--- config.mk ---
export PLATFORM = sky130hd
export DESIGN_NAME = hazard_unit_flat
export DESIGN_NICKNAME = d
export VERILOG_FILES = /design/src/rtl/hazard_unit_if.sv /design/src/rtl/hazard_unit.sv /design/src/flat_wrapper.sv
export SDC_FILE = /design/constraint.sdc
export NUM_CORES = 1
export LEC_CHECK = 0
export ABC_AREA = 1
export BUFFER_PORTS_ARGS = -buffer_cell sky130_fd_sc_hd__buf_4
export CELL_PAD_IN_SITES_DETAIL_PLACEMENT = 1
export CELL_PAD_IN_SITES_GLOBAL_PLACEMENT = 2
export CORE_ASPECT_RATIO = 2
export CORE_MARGIN = 10
export CORE_UTILIZATION = 28
export CTS_BUF_LIST = sky130_fd_sc_hd__clkbuf_8
export CTS_CLUSTER_SIZE = 14
export DETAILED_ROUTE_END_ITERATION = 16
export GPL_ROUTABILITY_DRIVEN = 0
export MAX_ROUTING_LAYER = met4
export PLACE_DENSITY_LB_ADDON = 0.1
export SYNTH_ARGS = -nofsm -noshare
export SYNTH_HDL_FRONTEND = slang
export SYNTH_SLANG_ARGS = --single-unit
--- constraint.sdc ---
create_clock -name clk -period 4.09 [get_ports clk]
set_input_delay 0.409 -clock clk [delete_from_list [all_inputs] [get_ports clk]]
set_output_delay 0.409 -clock clk [all_outputs]
set_load 0.02 [all_outputs]
--- src/rtl/hazard_unit_if.sv ---
// Issue-stage bundle between decoder and hazard unit: decoded operand info in, interlock status out.
// The decoder drives the master side; the hazard unit is the slave.
interface hazard_unit_if;
    logic        issue_valid;
    logic [4:0]  rs1_addr;
    logic [4:0]  rs2_addr;
    logic        rs1_enable;
    logic        rs2_enable;
    logic [4:0]  rd_addr;
    logic        rd_enable;
    logic        is_load;
    logic        use_fpu;
    logic        flush;
    logic        stall;
    logic        issue;
    logic        fpu_busy;
    logic [31:0] pending;

    modport master (
        output issue_valid, rs1_addr, rs2_addr, rs1_enable, rs2_enable,
               rd_addr, rd_enable, is_load, use_fpu, flush,
        input  stall, issue, fpu_busy, pending
    );

    modport slave (
        input  issue_valid, rs1_addr, rs2_addr, rs1_enable, rs2_enable,
               rd_addr, rd_enable, is_load, use_fpu, flush,
        output stall, issue, fpu_busy, pending
    );
endinterface

--- src/rtl/hazard_unit.sv ---
// Per-register scoreboard interlock: stalls issue on RAW, WAW-reorder and busy-FPU hazards.
// stall/issue are combinational from state and inputs; scoreboard updates one edge later; flush beats stall.
module hazard_unit #(
    parameter int ALU_READY  = 1,
    parameter int LOAD_READY = 2,
    parameter int FPU_READY  = 3,
    parameter int FPU_BUSY   = 2,
    parameter int CNT_W      = 3
) (
    input  logic          clk,
    input  logic          rst,
    hazard_unit_if.slave  hz
);
    localparam logic [CNT_W-1:0] ALU_LAT  = CNT_W'(ALU_READY);
    localparam logic [CNT_W-1:0] LOAD_LAT = CNT_W'(LOAD_READY);
    localparam logic [CNT_W-1:0] FPU_LAT  = CNT_W'(FPU_READY);
    localparam logic [CNT_W-1:0] FPU_OCC  = CNT_W'(FPU_BUSY);

    // Entry 0 exists only to keep indexing simple; it is held at zero.
    logic [31:0][CNT_W-1:0] cnt_q, cnt_d;
    logic [CNT_W-1:0]       fpu_cnt_q, fpu_cnt_d;
    logic [4:0]             last_rd_q, last_rd_d;
    logic                   last_wr_q, last_wr_d;
    logic                   last_fpu_q, last_fpu_d;

    logic [CNT_W-1:0] lat;
    logic             raw, waw, strc, hazard, stall, issue, writes_rd;
    logic [31:0]      pending;

    always_comb begin
        lat = hz.is_load ? LOAD_LAT : (hz.use_fpu ? FPU_LAT : ALU_LAT);
        raw = (hz.rs1_enable && hz.rs1_addr != 5'd0 && cnt_q[hz.rs1_addr] != '0) ||
              (hz.rs2_enable && hz.rs2_addr != 5'd0 && cnt_q[hz.rs2_addr] != '0);
        waw = hz.rd_enable && hz.rd_addr != 5'd0 && cnt_q[hz.rd_addr] > lat;
        strc = hz.use_fpu && fpu_cnt_q != '0;
        hazard = raw || waw || strc;
        stall = !rst && hz.issue_valid && !hz.flush && hazard;
        issue = !rst && hz.issue_valid && !hz.flush && !hazard;
        writes_rd = hz.rd_enable && hz.rd_addr != 5'd0;

        pending = '0;
        for (int r = 1; r < 32; r++) begin
            pending[r] = cnt_q[r] != '0;
        end
    end

    always_comb begin
        for (int r = 0; r < 32; r++) begin
            cnt_d[r] = (cnt_q[r] != '0) ? cnt_q[r] - 1'b1 : '0;
        end
        fpu_cnt_d = (fpu_cnt_q != '0) ? fpu_cnt_q - 1'b1 : '0;

        if (issue && writes_rd) begin
            cnt_d[hz.rd_addr] = lat;
        end
        if (issue && hz.use_fpu) begin
            fpu_cnt_d = FPU_OCC;
        end
        // Retire whatever the flushed instruction had reserved.
        if (hz.flush && last_wr_q) begin
            cnt_d[last_rd_q] = '0;
        end
        if (hz.flush && last_fpu_q) begin
            fpu_cnt_d = '0;
        end
        cnt_d[0] = '0;

        last_rd_d  = hz.rd_addr;
        last_wr_d  = issue && writes_rd;
        last_fpu_d = issue && hz.use_fpu;
    end

    always_ff @(posedge clk) begin
        if (rst) begin
            cnt_q      <= '0;
            fpu_cnt_q  <= '0;
            last_rd_q  <= '0;
            last_wr_q  <= 1'b0;
            last_fpu_q <= 1'b0;
        end else begin
            cnt_q      <= cnt_d;
            fpu_cnt_q  <= fpu_cnt_d;
            last_rd_q  <= last_rd_d;
            last_wr_q  <= last_wr_d;
            last_fpu_q <= last_fpu_d;
        end
    end

    assign hz.stall    = stall;
    assign hz.issue    = issue;
    assign hz.fpu_busy = fpu_cnt_q != '0;
    assign hz.pending  = pending;
endmodule

--- src/flat_wrapper.sv ---
// flat-port wrapper written by rule: the top's interface ports become plain ports
module hazard_unit_flat 
#(
    parameter int ALU_READY  = 1,
    parameter int LOAD_READY = 2,
    parameter int FPU_READY  = 3,
    parameter int FPU_BUSY   = 2,
    parameter int CNT_W      = 3
)
  (clk, rst, hz_issue_valid, hz_rs1_addr, hz_rs2_addr, hz_rs1_enable, hz_rs2_enable, hz_rd_addr, hz_rd_enable, hz_is_load, hz_use_fpu, hz_flush, hz_stall, hz_issue, hz_fpu_busy, hz_pending);
  hazard_unit_if hz_i ();
  input  logic clk;
  input  logic rst;
  input wire logic [$bits(hz_i.issue_valid)-1:0] hz_issue_valid;
  input wire logic [$bits(hz_i.rs1_addr)-1:0] hz_rs1_addr;
  input wire logic [$bits(hz_i.rs2_addr)-1:0] hz_rs2_addr;
  input wire logic [$bits(hz_i.rs1_enable)-1:0] hz_rs1_enable;
  input wire logic [$bits(hz_i.rs2_enable)-1:0] hz_rs2_enable;
  input wire logic [$bits(hz_i.rd_addr)-1:0] hz_rd_addr;
  input wire logic [$bits(hz_i.rd_enable)-1:0] hz_rd_enable;
  input wire logic [$bits(hz_i.is_load)-1:0] hz_is_load;
  input wire logic [$bits(hz_i.use_fpu)-1:0] hz_use_fpu;
  input wire logic [$bits(hz_i.flush)-1:0] hz_flush;
  output wire logic [$bits(hz_i.stall)-1:0] hz_stall;
  output wire logic [$bits(hz_i.issue)-1:0] hz_issue;
  output wire logic [$bits(hz_i.fpu_busy)-1:0] hz_fpu_busy;
  output wire logic [$bits(hz_i.pending)-1:0] hz_pending;
  assign hz_i.issue_valid = hz_issue_valid;
  assign hz_i.rs1_addr = hz_rs1_addr;
  assign hz_i.rs2_addr = hz_rs2_addr;
  assign hz_i.rs1_enable = hz_rs1_enable;
  assign hz_i.rs2_enable = hz_rs2_enable;
  assign hz_i.rd_addr = hz_rd_addr;
  assign hz_i.rd_enable = hz_rd_enable;
  assign hz_i.is_load = hz_is_load;
  assign hz_i.use_fpu = hz_use_fpu;
  assign hz_i.flush = hz_flush;
  assign hz_stall = hz_i.stall;
  assign hz_issue = hz_i.issue;
  assign hz_fpu_busy = hz_i.fpu_busy;
  assign hz_pending = hz_i.pending;
  hazard_unit #(.ALU_READY(ALU_READY), .LOAD_READY(LOAD_READY), .FPU_READY(FPU_READY), .FPU_BUSY(FPU_BUSY), .CNT_W(CNT_W)) u_core (.clk(clk), .rst(rst), .hz(hz_i));
endmodule
Yosys cells after proc, flatten, opt, wreduce, memory -nomap -nowiden
Index checks and enable logic that the tools add are counted.
- output and inout port bits: 35
- bits in registers: 103
- reduce and logical (&&, ||, !) cells: 63
- bitwise gates (word level): 3
- order comparisons: 7
- muxes and demuxes: 49
- $add $sub $neg: 33
- operators by type and width (cell ; number):
    96-bit 2-to-1 mux ; 2
    3-bit 2-to-1 mux ; 38
    3-bit nonzero test ; 34
    96-bit AND ; 1
    96-bit bitwise mux ; 1
    96-bit NOT ; 1
    3-bit by 1-bit subtractor with 3-bit output, second input constant ; 32
    3-bit binary-select mux with 5-bit select ; 3
    3-bit demux with 5-bit select ; 2
    5-bit by 6-bit less-than comparator with 1-bit output, second input constant ; 4
    1-bit logical AND ; 17
    5-bit nonzero test ; 3
    5-bit by 1-bit greater-or-equal comparator with 1-bit output, second input constant ; 2
    2-bit 2-to-1 mux ; 3
    4-bit OR reduction ; 1
    3-bit > comparator ; 1
    1-bit logical NOT ; 3
    1-bit logical OR ; 3
    3-bit nonzero test, first input constant ; 1
    2-bit OR reduction ; 1
    1-bit by 1-bit subtractor with 2-bit output, both inputs constant ; 1
    1-bit NOT ; 1

Depth between registers and ports, before layout
Gate-level depths: netlist of run 1.
- word-level depth: 13
- mapped depth: 22
- gate-level depth less buffers: 19

Least setup slack after synthesis of run 1
OpenSTA, ideal clock, no wires.
- path type: in2out
- start point: input port hz_rd_addr[1]
- end point: output port hz_stall
- slack: 773 ps
- cell stages on the path: 18
- arrival time: 2908 ps
- path through: inv_1 -> buf_2 -> nor2_1 -> clkinv_1 -> buf_2 -> o221ai_1 -> a221oi_1 -> nand4_1 -> ha_1 -> inv_1 -> nor2_1 -> o21ai_0 -> nand2_1 -> a21oi_2 -> nand2_2 -> nor2_8 -> buf_6 -> nor2_1
- word-level cells in the longest chain between the ends: 7
- elaborated cells on any way between the ends: 9
- classes of those cells: order compare: 1; mux: 2; reduce/logical: 6
- ends and longest elaborated chain (what ; line ; source):
    start, declared ; flat_wrapper.sv:19 ; input wire logic [$bits(hz_i.rd_addr)-1:0] hz_rd_addr;
    3-bit binary-select mux with 5-bit select ; hazard_unit.sv:34 ; waw = hz.rd_enable && hz.rd_addr != 5'd0 && cnt_q[hz.rd_addr] > lat;
    3-bit 2-to-1 mux (implied by the code) ; hazard_unit.sv:34 ;
    3-bit > comparator ; hazard_unit.sv:34 ;
    1-bit logical AND * ; hazard_unit.sv:34 ;
    1-bit logical OR * (2 in series) ; hazard_unit.sv:36 ; hazard = raw || waw || strc;
    1-bit logical AND * ; hazard_unit.sv:37 ; stall = !rst && hz.issue_valid && !hz.flush && hazard;
    end, declared ; flat_wrapper.sv:24 ; output wire logic [$bits(hz_i.stall)-1:0] hz_stall;
Mark *: on every way between the ends. The rest lies on a longest branch, timed or not. The select of a mux whose other input is x is not followed.

Worst setup path after layout of run 1
Same ends and word-level chain as after synthesis.

==> key figures, run 1 <==
Outcome
  • Outcome: finished, final reports clean

GRT
  • Vias in the first global route: 9,578
  • Maximum number of pins on one net before global-route repair: 50
  • Gr ovfl total: 0
  • Global-route wire length before repair: 58.4 mm
  • GRT Overall Usage: 0.212
  • Initial antenna violation count: 0

Worst setup path
  • Crit path max fanout: 11
  • Delay of the slowest critical-path stage: 320 ps
  • Crit-path cells: buf_4 > inv_1 > buf_4 > nand2_2 > buf_4 > o22ai_1 > o21ai_0 > buf_4 > nand4_1 > ha_1 > inv_1 > nor2_1 > o21ai_0 > nand2_1 > a21oi_2 > nand2_2 > nor2_8 > nor2_1 > buf_4
  • Critical path arrival: 3310 ps
  • Family with the most delay on the worst path: buffers and inverters
  • CP bufs+invs: 7
  • Crit. Startpoint: hz_rd_addr[1]
  • Critical path's slowest cell: ha_1
  • Crit. End Element: primary output
  • RR Startpoint: u_core.cnt_q[40]$_SDFF_PP0_
  • CP required: 3680 ps
  • Most used cell, CP: buf_4
  • CP Launch Type: primary input
  • Kind of critical path: in -> out

Floorplanning
  • Die H: 266 µm
  • Initial core utilization: 0.285
  • DIE AREA: 0.0379 mm²
  • Core box area: 0.0296 mm²
  • IO Count: 59
  • Rows: 89
  • Die W: 143 µm

Route
  • Vias: 9,107
  • WL final: 38.7 mm
  • Avg Vias per Cell: 5.03
  • Initial DRC Count: 425
  • Final ANT Viol Nets: 0
  • Average routed wire per standard cell: 21.4 µm
  • Residual DRC: 0
  • 1st-pass router iterations: 6

Clocking
  • CTS tree: done
  • Clock Tree Root: clkbuf_8
  • H-tree levels: 3
  • Clk buf depth: 2
  • Cts bufs inserted: 9
  • Worst-path clk slew: 110 ps
  • Clk_lat worst skew: 440 ps
  • Clock sinks: 103

Run
  • Max Cap Viol: 0

Yosys
  • Post-synth EDFFs: 0
  • Largest area contributor in the netlist: dfxtp_1
  • Most numerous cell in the Yosys netlist: nand2_1
  • Synth top area cells: dfxtp_1 24%, nand2_1 16%, inv_1 12%
  • Register bit count reported by yosys: 103
  • Commonest cells in the netlist: 356 x nand2_1, 276 x inv_1, 181 x nor2_1
  • Register area share after synthesis: 0.244
  • Synthesis warning total: 0
  • Syn Inst Count: 1,402
  • Yosys cell types: 36
  • Top-area cell type share of the netlist area: 0.244
  • Asr flop ratio synth: 0
  • Synth Cell Area: 0.00845 mm²
  • Ys flop type: dfxtp_1
  • Syn avg cell area: 6.02 µm²
  • Syn_nets: 1,491

STA
  • RSZ-0062 raised after global routing: false
  • Layout Skew: 11.4 ps
  • Fin. max-slew vios: 0
  • Final Hold Viols: 0
  • Worst Tran Pin Value: 1050 ps
  • Final min period: 3720 ps
  • Setup violators final: 0
  • Fin crit share: 0.910
  • Setup TNS: 0 ps
  • Relative slew slack: 0.299
  • Fin Hold WS: 211 ps
  • Achievable frequency: 269 MHz
  • Post-route setup slack: 370 ps

Power and ir drop
  • NetSw: 0.840 mW
  • Seq pwr share: 0.444
  • Pwr Density: 243 mW/mm²
  • Clock network power share: 0.314
  • Pint: 1.48 mW
  • Comb pwr share: 0.243
  • LEAKAGE: 5.63 nW
  • VDD IR-drop max: 0.123 mV
  • Switching Share: 0.363

Placement
  • Number of port buffers: 57
  • Post-DP HPWL: 30.0 mm
  • Place WS: 118 ps

Finish
  • Share of cells above drive strength 1: 0.102
  • Final core occ: 0.322
  • # nets final: 1,532
  • Fill cells: 3,945
  • Layout area overhead: 12.9%

Hold path
  • HP Class: in -> reg
  • Hold path start: hz_use_fpu
## worst register-to-register path, cell delays in order, from the launching register on
cell and delay [ps]:
dfxtp_1 370, nand3_1 100, nand2_1 60, a221oi_1 240
o22ai_1 130, a221oi_1 230, nand4_1 160, ha_1 320
inv_1 60, nor2_1 30, o21ai_0 140, nand2_1 100
a21oi_2 160, nand3_1 150, nor2_4 190, buf_12 240
nand4_1 140, nand2_1 120, nor2_1 40
## what timing repair did
item	in CTS	in global routing
resized for setup	0	2
hold buffers	0	0
setup endpoints to repair	0	1
buffers inserted	0	0
## layout by cell type (no fill, tap or decap), drive strengths merged, types with 4 or more instances in the layout
cell and instances:
a21oi 72, inv 281, clkinv 4, nor2 185
buf 86, ha 65, o21ai 26, nand4 97
clkbuf 10, dfxtp 103, nor3 22, nand2 357
a221oi 4, nand3 100, o22ai 18
## cell families (layout without fill, tap and decap cells)
kind of cell / count (synthesis) / in the layout / synth area share
compound gates: 130 / 130 / 0.0856
buf+inv: 340 / 384 / 0.162
other cells: 1 / 2 / 0.000444
fa+ha+maj: 65 / 65 / 0.0963
flops: 103 / 103 / 0.244
simple gates: 763 / 763 / 0.412
## flip-flops by register name, summed over array words and instances (netlist names)
| signal | cells |
|---|---|
| u_core.cnt_q | 93 |
| u_core.fpu_cnt_q | 3 |
| u_core.last_fpu_q | 1 |
| u_core.last_rd_q | 5 |
| u_core.last_wr_q | 1 |
## per-stage QoR
stage                     std cells  instance area [µm²]  power [mW]
after CTS                      1810                 9530        2.36
after global placement         1796                 9340        1.61
after detailed placement       1796                 9340        1.62
after global routing           1810                 9530        2.42
after floorplan                1402                 8450        1.39
final                          1811                 9540        2.32
## routing by layer
metal,track usage,part of all wire,vias to the layer above
li1,-,-,4463
met1,0.212,0.38,4411
met2,0.392,0.54,149
met3,0.0243,0.025,84
met4,0.111,0.050,0
met5,-,0,-
## power by group through the flow
stage	Combinational, mW	Sequential (mW)	Clock (mW)
after floorplan	0.347	1.05	0
after global placement	0.563	1.05	0
after detailed placement	0.564	1.05	0
after CTS	0.566	1.03	0.761
after global routing	0.611	1.03	0.783
final	0.562	1.03	0.726
## final cells by class
class | instances | area [µm²] | area share
clock inverter | 4 | 48.8 | 0.00512
sequential | 103 | 2060 | 0.216
clock buffer | 10 | 138 | 0.0144
antenna | 1 | 2.50 | 0.000262
multi-input combinational | 959 | 5050 | 0.530
timing repair buffer | 86 | 708 | 0.0743
tap | 364 | 455 | 0.0478
inverter | 284 | 1070 | 0.112
## path summary, 6_finish.rpt
kind	slack [ps]	depth (start not counted)	to
worst max-delay path	370	19	hz_stall
worst min-delay path	210	3	u_core.last_fpu_q$_SDFF_PP0_
worst max register to register	1020	18	u_core.cnt_q[46]$_SDFF_PP0_
worst min register to register	460	1	u_core.fpu_cnt_q[0]$_SDFF_PP0_
Power figures use the tool's default switching activity.
==> run 2: changes to the inputs <==
--- a/constraint.sdc
+++ b/constraint.sdc
@@ -3,2 +3,2 @@
 set_output_delay 0.409 -clock clk [all_outputs]
-set_load 0.02 [all_outputs]
+set_load 0.005 [all_outputs]
==> run 2 against run 1 <==
Worst setup slack lost 130 ps. Power grew 0.83%. Utilization grew 0.068 points. Sequential power is essentially flat. Critical endpoint is now hz_issue. Largest cell class unchanged. Highest routed layer unchanged.
==> key figures, run 2 (synthesized netlist as in run 1, its figures left out) <==
Run
  • Max Cap Viol: 0 (unchanged)

STA
  • Achievable frequency: 260 MHz (was 269 MHz)
  • Layout Skew: 15.0 ps (was 11.4 ps)
  • Relative slew slack: 0.205 (was 0.299)
  • Fin crit share: 0.941 (was 0.910)
  • Setup TNS: 0 ps (unchanged)
  • Worst Tran Pin Value: 1190 ps (was 1050 ps)
  • Final min period: 3850 ps (was 3720 ps)
  • RSZ-0062 raised after global routing: false (unchanged)
  • Fin. max-slew vios: 0 (unchanged)
  • Final Hold Viols: 0 (unchanged)
  • Setup violators final: 0 (unchanged)

Worst setup path
  • Kind of critical path: in -> out (unchanged)
  • Critical path's slowest cell: o21ai_0 (was ha_1)
  • Family with the most delay on the worst path: buffers and inverters (unchanged)
  • Crit path max fanout: 20 (was 11)
  • CP bufs+invs: 5 (was 7)
  • Crit. End Element: primary output (unchanged)
  • Most used cell, CP: buf_4 (unchanged)
  • CP required: 3680 ps (about the same)
  • CP Launch Type: primary input (unchanged)
  • Delay of the slowest critical-path stage: 400 ps (was 320 ps)
  • Critical path arrival: 3440 ps (was 3310 ps)
  • Crit-path cells: buf_4 > buf_4 > nor2_2 > inv_4 > o22ai_1 > o21ai_0 > nand4_1 > ha_1 > inv_1 > nor2_1 > o21ai_0 > nand2_1 > a21oi_2 > nand3_1 > nor2_4 > buf_4 (was buf_4 > inv_1 > buf_4 > nand2_2 > buf_4 > o22ai_1 > o21ai_0 > buf_4 > nand4_1 > ha_1 > inv_1 > nor2_1 > o21ai_0 > nand2_1 > a21oi_2 > nand2_2 > nor2_8 > nor2_1 > buf_4)

GRT
  • Gr ovfl total: 0 (unchanged)
  • Maximum number of pins on one net before global-route repair: 95 (was 50)
  • Vias in the first global route: 9,807 (was 9,578)
  • GRT Overall Usage: 0.213 (was 0.212)
  • Global-route wire length before repair: 58.9 mm (was 58.4 mm)
  • Initial antenna violation count: 1 (was 0)

Floorplanning
  • Core box area: 0.0296 mm² (unchanged)
  • Initial core utilization: 0.285 (unchanged)
  • DIE AREA: 0.0379 mm² (unchanged)
  • Die H: 266 µm (unchanged)
  • Die W: 143 µm (unchanged)
  • IO Count: 59 (unchanged)
  • Rows: 89 (unchanged)

Route
  • Residual DRC: 0 (unchanged)
  • Final ANT Viol Nets: 0 (unchanged)
  • Vias: 9,092 (was 9,107)
  • 1st-pass router iterations: 4 (was 6)
  • Avg Vias per Cell: 5.02 (was 5.03)
  • Average routed wire per standard cell: 21.3 µm (was 21.4 µm)
  • Initial DRC Count: 447 (was 425)
  • WL final: 38.6 mm (was 38.7 mm)

Finish
  • Final core occ: 0.323 (was 0.322)
  • Share of cells above drive strength 1: 0.102 (about the same)
  • Most flops, register: u_core.cnt_q (unchanged)
  • Final instance area: 0.00956 mm² (was 0.00954 mm²)
  • Max FFs per register: 93 (unchanged)
  • Layout area overhead: 13.1% (was 12.9%)
  • Fill cells: 3,920 (was 3,945)
  • Most common cell after layout, fill and taps aside: nand2_1 (unchanged)
  • # nets final: 1,531 (was 1,532)
  • Post-route insts no fill: 1,812 (was 1,811)
  • Top Registers: u_core.cnt_q x93, u_core.last_rd_q x5, u_core.fpu_cnt_q x3 (unchanged)
  • Most frequent cells in the layout: 356 x nand2_1, 276 x inv_1, 179 x nor2_1 (was 355 x nand2_1, 277 x inv_1, 178 x nor2_1)

Clocking
  • Postcts setup bufs: 0 (unchanged)
  • CTS tree: done (unchanged)
  • Hold Buf Count CTS: 0 (unchanged)
  • Clk buf depth: 2 (unchanged)
  • H-tree levels: 3 (unchanged)
  • Cts bufs inserted: 9 (unchanged)
  • Clk_lat worst skew: 450 ps (was 440 ps)
  • Clock Tree Root: clkbuf_8 (unchanged)
  • Worst-path clk slew: 120 ps (was 110 ps)
  • Clock sinks: 103 (unchanged)

Placement
  • DP Area: 0.00935 mm² (was 0.00934 mm²)
  • Post-placement cell count: 1,795 (was 1,796)
  • Number of port buffers: 57 (unchanged)
  • Post-DP HPWL: 29.7 mm (was 30.0 mm)

Hold path
  • HP Class: in -> reg (unchanged)

Power and ir drop
  • Pwr Density: 244 mW/mm² (was 243 mW/mm²)
  • VDD IR-drop max: 0.149 mV (was 0.123 mV)
  • LEAKAGE: 5.63 nW (about the same)
  • Pwr Total: 2.34 mW (was 2.32 mW)

Outcome
  • Outcome: finished, final reports clean (unchanged)
-- run 2: power by group --
group | total, mW | internal, mW | leakage, nW | switching (mW)
clock network | 0.748 | 0.290 | 0.102 | 0.458
logic | 0.560 | 0.169 | 4.70 | 0.391
registers | 1.03 | 1.02 | 0.831 | 0.0102
-- run 2: worst register-to-register path: cells and delay by family (launching register included) --
kind / cells / cell delay [ps]
AND/OR/NAND/NOR: 9 / 1070
flip-flops: 1 / 350
buffers and inverters: 4 / 550
AO/OA/AOI/OAI: 5 / 880
adder cells (fa/ha/maj): 1 / 330
-- run 2: worst paths after layout --
check	start	to	slack, ps	cells after the start
worst max-delay path	hz_rd_addr[0]	hz_issue	240	16
worst min-delay path	hz_use_fpu	u_core.last_fpu_q$_SDFF_PP0_	200	3
worst max register to register	u_core.cnt_q[4]$_SDFF_PP0_	u_core.cnt_q[64]$_SDFF_PP0_	820	19
worst min register to register	u_core.fpu_cnt_q[0]$_SDFF_PP0_	u_core.fpu_cnt_q[0]$_SDFF_PP0_	450	1
-- run 2: final cells by class --
type                    count  area, µm²  area share
multi-input cells         959       5050       0.528
clock buffers               9        124      0.0130
inverters                 284       1070       0.112
clock inverters             7       80.1     0.00838
repair buffers             85        713      0.0746
flip-flops and latches    103       2060       0.216
well taps                 364        455      0.0477
diodes                      1       2.50    0.000262
-- run 2: metal layers --
metal	track usage	share of wire	wire (µm)	vias to the layer above
li1	-	-	-	4461
met3	0.0203	0.020	780	59
met1	0.216	0.39	14900	4441
met2	0.400	0.55	21400	131
met4	0.0955	0.040	1530	0
met5	-	0	0	-
-- run 2: timing repair --
action                                  in CTS  in global routing
cloned                                       0                  0
endpoints found under the hold margin        0                  0
pin swaps                                    0                  0
gates resized for setup                      1                  2
endpoints found under the setup margin       2                  2
-- run 2: metrics by stage --
stage	hold WS (ps)	setup WS, ps
6_report	201	241
3_5_place_dp	434	-72.6
5_1_grt	220	16.0
4_1_cts	169	43.2
3_3_place_gp	428	-43.7
2_1_floorplan	413	826
